--- config.mk ---
export PLATFORM = sky130hd
export DESIGN_NAME = product_accumulator
export DESIGN_NICKNAME = d
export VERILOG_FILES = /design/src/rtl/product_accumulator.sv
export SDC_FILE = /design/constraint.sdc
export NUM_CORES = 1
export LEC_CHECK = 0
export ABC_CLOCK_PERIOD_IN_PS = 4800
export CAP_MARGIN = 20
export CORE_MARGIN = 2
export CORE_UTILIZATION = 34
export CTS_CLUSTER_SIZE = 10
export DETAILED_ROUTE_END_ITERATION = 6
export GPL_TIMING_DRIVEN = 0
export PLACE_DENSITY_LB_ADDON = 0.12
export SLEW_MARGIN = 20
export SYNTH_ARGS = -nofsm -noshare
export SYNTH_HDL_FRONTEND = slang
export SYNTH_SLANG_ARGS = --single-unit
--- constraint.sdc ---
create_clock -name clk -period 4.8 [get_ports clk]
set_input_delay 0.96 -clock clk [delete_from_list [all_inputs] [get_ports clk]]
set_output_delay 0.96 -clock clk [all_outputs]
set_load 0.02 [all_outputs]
--- src/rtl/product_accumulator.sv ---
// rtl/product_accumulator.sv - block accumulator for the (A+B)*C product stream with valid/ready result output
// Optional rounded block mean: define PRODUCT_ACCUMULATOR_AVG_EN.
module product_accumulator #(
    parameter int LATENCY   = 3,
    parameter int N_SAMPLES = 8,
    parameter int Y_W       = 17,
    parameter int ACC_W     = Y_W + $clog2(N_SAMPLES)
) (
    input  logic                          clk,
    input  logic                          rst,
    input  logic                          in_valid,
    input  logic [Y_W-1:0]                y_in,
    input  logic                          clear,
    output logic                          out_valid,
    input  logic                          out_ready,
    output logic [ACC_W-1:0]              acc_out,
    output logic [Y_W-1:0]                avg_out,
    output logic [$clog2(N_SAMPLES)-1:0]  sample_cnt,
    output logic                          overrun
);
    localparam int CNT_W = $clog2(N_SAMPLES);

    typedef enum logic {S_EMPTY, S_PENDING} state_t;

    logic [LATENCY-1:0] r_vdly;
    logic [ACC_W-1:0]   r_acc;
    logic [CNT_W-1:0]   r_cnt;
    logic [ACC_W-1:0]   r_acc_out;
    logic               r_overrun;
    state_t             r_state;

    logic               w_v_al;
    logic               w_take;
    logic               w_last;
    logic               w_complete;
    logic [ACC_W-1:0]   w_sum;
    state_t             w_state_next;
    logic               w_load;
    logic               w_set_ovr;

    assign w_v_al     = r_vdly[LATENCY-1];
    assign w_take     = w_v_al && !clear;
    assign w_last     = (r_cnt == CNT_W'(N_SAMPLES - 1));
    assign w_complete = w_take && w_last;
    assign w_sum      = r_acc + ACC_W'(y_in);

    // Issue flag travels alongside the arithmetic pipeline; clear flushes in-flight products.
    always_ff @(posedge clk) begin
        if (rst || clear) begin
            r_vdly <= '0;
        end else begin
            r_vdly <= (r_vdly << 1) | LATENCY'(in_valid);
        end
    end

    always_ff @(posedge clk) begin
        if (rst || clear) begin
            r_acc <= '0;
            r_cnt <= '0;
        end else if (w_take) begin
            if (w_last) begin
                r_acc <= '0;
                r_cnt <= '0;
            end else begin
                r_acc <= w_sum;
                r_cnt <= r_cnt + 1'b1;
            end
        end
    end

    always_comb begin
        w_state_next = r_state;
        w_load       = 1'b0;
        w_set_ovr    = 1'b0;
        case (r_state)
            S_EMPTY: begin
                if (w_complete) begin
                    w_load       = 1'b1;
                    w_state_next = S_PENDING;
                end
            end
            S_PENDING: begin
                if (out_ready) begin
                    if (w_complete) begin
                        w_load = 1'b1;
                    end else begin
                        w_state_next = S_EMPTY;
                    end
                end else if (w_complete) begin
                    w_set_ovr = 1'b1;
                end
            end
            default: w_state_next = S_EMPTY;
        endcase
    end

    always_ff @(posedge clk) begin
        if (rst) begin
            r_state   <= S_EMPTY;
            r_acc_out <= '0;
            r_overrun <= 1'b0;
        end else begin
            r_state <= w_state_next;
            if (w_load) begin
                r_acc_out <= w_sum;
            end
            if (w_set_ovr) begin
                r_overrun <= 1'b1;
            end
        end
    end

`ifdef PRODUCT_ACCUMULATOR_AVG_EN
    logic [ACC_W:0]   w_round;
    logic [ACC_W:0]   w_avg_wide;
    logic [Y_W-1:0]   w_avg;
    logic [Y_W-1:0]   r_avg;

    // Round half up, then clamp to the product width.
    assign w_round    = {1'b0, w_sum} + (ACC_W+1)'(N_SAMPLES / 2);
    assign w_avg_wide = w_round >> CNT_W;
    assign w_avg      = (|w_avg_wide[ACC_W:Y_W]) ? '1 : w_avg_wide[Y_W-1:0];

    always_ff @(posedge clk) begin
        if (rst) begin
            r_avg <= '0;
        end else if (w_load) begin
            r_avg <= w_avg;
        end
    end

    assign avg_out = r_avg;
`else
    assign avg_out = '0;
`endif

    assign out_valid  = (r_state == S_PENDING);
    assign acc_out    = r_acc_out;
    assign sample_cnt = r_cnt;
    assign overrun    = r_overrun;

endmodule

After elaboration in Yosys (flattened, before gate mapping)

Index checks and enable logic that the tools add are counted.
Widths: inputs -> output; s select.

Word-level logic and storage cells: 24
Bits of input ports: 22
Bits in registers: 48

Bitwise logic cells: 2
Eq/ne operators: 1
Multiplexer cells: 9
Reductions and logical operators: 4
$add $sub $neg: 2

Operators with widths:

| cell                | count |
|---|---|
| $add 20x17->20      | 1 |
| $mux 20             | 1 |
| $mux 1              | 5 |
| $pmux 1 s2          | 2 |
| $add 3x1->3 const B | 1 |
| $eq 3x3->1 const B  | 1 |
| $mux 3              | 1 |
| $or 3x1->3          | 1 |
| $logic_and 1x1->1   | 2 |
| $logic_not 1->1     | 1 |
| $logic_or 1x1->1    | 1 |
| $not 1->1           | 1 |

Logic depth before layout (Yosys ltp)

Word-level depth: 6
Depth in mapped cells: 8

Worst setup path after synthesis

OpenSTA, ideal clock, no wires.

Path type: input port to flip-flop
Start: in y_in[0]
End: reg r_acc_out[12], in the netlist acc_out[12]
Path slack: 1.839 ns
Library setup time: 0.122 ns
Cell stages on the path: 8
Data arrival time: 2.839 ns
Buffers on the path: 0
Cells stage by stage: ha_1 > fa_1 > a211o_1 > a2111o_1 > nand3_2 > a31o_4 > nor4_1 > a311o_1

Word-level cells in the longest chain between the ends: 1

Ends and longest elaborated chain:

| what                   | RTL line | RTL |
|---|---|---|
| start: declaration     | 12       | `input logic [Y_W-1:0] y_in,` |
| $add 20x17->20         | 45       | `assign w_sum = r_acc + ACC_W'(y_in);` |
| end signal: assignment | 105      | `r_acc_out <= w_sum;` |
| end: declaration       | 28       | `logic [ACC_W-1:0] r_acc_out;` |

No other way between the ends.
A chain may end at the register's enable or synchronous reset.

Worst setup path in the final report

Same ends and word-level chain as after synthesis.

==> impl_results.md <==
* Worst VDD drop at ~0.11 mV
* Final GP Congestion at 0.8939
* Starting Density at 35.14%
* Critical Path Fanout Max at 4
* Width of the die at 98.94 um
* I/O Pins at 64
* CTS Hold Bufs at 0
* DRT Wirelength at roughly 9000 um
* Final cell count without fillers at ~560
* Nets at approximately 490
* R2r startpoint: sample_cnt[0]$_SDFFE_PP0P_
* Yosys warning total at 0
* Netlist Area Pre-Place at 3064 um^2
* Cell area power density at between 200 and 250 nW/um^2
* Critical path required time at 5.00 ns
* DRT Pass-1 Iters at 4
* Setup Skew at 0.003799 ns
* Status: finished clean
* Avg Vias per Cell at between 5 and 6
* PortBufs at 46
* GR Util All Layers at ~19%
* Number of global-route vias before repair at 2821
* Grt ovf at 0
* Die area at ~9800 um^2
* Worst Path Class, Setup: in2reg
* Final period util at between 60% and 70%
* CTS Buf Count at 5
* Hpwl dp at ~6600 um
* Worst slack at placement at 1.231 ns
* Min-Delay Startpoint: r_vdly[1]$_SDFF_PP0_
* Async SR Flop Fraction at 0%
* Hold Crit Depth at 1
* Register area share after synthesis at between 30% and 40%
* Syn avg cell area at ~8.1 um^2
* Worst R2R Path Depth at 7
* Setup WS post-layout at about 1.6 ns
* # diodes at 0
* Commonest non-fill, non-tap cell in the layout: dfxtp_1
* Slew Limit Fails at 0
* Relative slew slack at a little under a third
* Fraction of layout cells with a size suffix above 1 at under 10%
* Largest net degree at the start of global routing at 15
* Final Setup Violations at 0
* Distinct cell type count after synthesis at 63
* Arr. time, crit path at approximately 3.5 ns
* Post-CTS setup repair buffer count at 0
* DRC viols at 0
* Minimum clock period at 3.248 ns
* Vias at 3000
* Core Area at a little under 9000 um^2
* Placed cell count at 550
* First-pass GRT wire length at around 14000 um
* Post-Syn Instances at between 300 and 400
* Fmax at 307.9 MHz
* Initial drt markers at ~150
* WL/cell at 15.99 um
* Synth Flop Type: dfxtp_1
* Final hold vios at 0
* Initial antenna violation count at 0
* Clock latency on the worst-skew pair at between 0.3 and 0.4 ns
* Number of flops mapped to enable cells by yosys at 0
* Most frequent cells in the layout: dfxtp_1, clkdlybuf4s50_1, nand2_1
* Maxcap violations at 0
* Hold Path Class: reg2reg
* Root Driver: clkbuf_8
* DRT antenna net count at 0
* Crit path launch type: primary input
* Clk buf depth at 2
* #FFs+latches synth at 48
* H-tree depth at 2
* CP Capture Type: register
* Die Y at 98.94 um
* Clock Sinks at 48
* Pleak at about 1.5 nW
* PostCTS Resize Cnt at 0
* Crit path launch: y_in[0]
* Least-Margin Pin Slew at ~1.0 ns
* RSZ-0062 raised after global routing: no
* Area Growth Syn to Fin at 25.52%
* Clock Pin Slew Worst Setup and Hold Paths at ~0.09 ns
* Setup_tns at 0 ns
* Num rows at 34
* CTS tree: built
## final timing paths
kind / to / slack [ns]
min reg2reg: r_vdly[2]$_SDFF_PP0_ / 0.43
max: acc_out[12]$_SDFFE_PP0P_ / 1.55
max reg2reg: r_acc[13]$_SDFFE_PP0P_ / 2.05
min: r_vdly[2]$_SDFF_PP0_ / 0.43
## sequential cells by signal (all words and copies together) (netlist names)
signal,cells
acc_out,20
r_acc,20
out_valid,1
r_vdly,3
sample_cnt,3
overrun,1
## power by group
group / switching (mW) / internal, mW / leakage [nW]
registers: 0.000233 / 0.398 / 0.387
logic: 0.0532 / 0.0387 / 1.10
clock network: 0.145 / 0.184 / 0.0645
## cell usage after synthesis, drive strengths merged, types with 9 or more instances
master / instances / area [um^2]
nor2: 36 / 135.1
a21o: 11 / 83.83
ha: 19 / 237.7
nand3: 16 / 85.08
buf: 26 / 168.9
dfxtp: 48 / 960.9
nand2: 39 / 146.4
o21ai: 12 / 60.06
clkbuf: 10 / 38.78
a21oi: 34 / 170.2
and2: 9 / 56.30
## cell families (layout without fill, tap and decap cells)
kind of cell	Yosys count	in the layout	synth area share (%)
simple gates	155	155	25.93
mux	3	3	0.9800
compound gates	106	106	24.09
xor+xnor	6	6	1.715
flops	48	48	31.36
other cells	1	17	0.1224
fa+ha+maj	20	20	8.412
buf+inv	41	95	7.391
## stage by stage
step | hold slack [ns] | instance area, um^2 | power, mW | utilization [%]
final | 0.4349 | 3846 | 0.8199 | 44.10
after global placement | 0.4115 | 3720 | 0.4983 | 42.65
after global routing | 0.4512 | 3846 | 0.8527 | 44.10
after CTS | 0.4410 | 3846 | 0.8301 | 44.10
after detailed placement | 0.4180 | 3720 | 0.4982 | 42.65
after floorplan | 0.4057 | 3124 | 0.4658 | -
## worst max-delay path, cell delays in order
cell and delay (ns):
clkdlybuf4s50_1 0.41, ha_1 0.23, fa_1 0.44, a211o_1 0.32
a2111o_1 0.40, nand3_2 0.14, a31o_4 0.18, nor4_1 0.05
a311o_1 0.31
## area by class of cell
type,instances,area (um^2)
clock inverters,1,30.03
repair buffers,46,460.4
well taps,108,135.1
fillers,894,4875
plain buffers,36,207.7
clock buffers,7,96.34
multi-input cells,307,1937
flip-flops and latches,48,960.9
inverters,5,18.77
## per-layer routing
metal,GRT usage [%],wire [um],up-vias
li1,-,-,1508
met1,25.50,4360,1411
met2,30.30,4048,72
met3,2.695,374,9
met4,5.058,136,0
met5,0,0,-
Note: power is estimated with default switching activity, not from simulation.
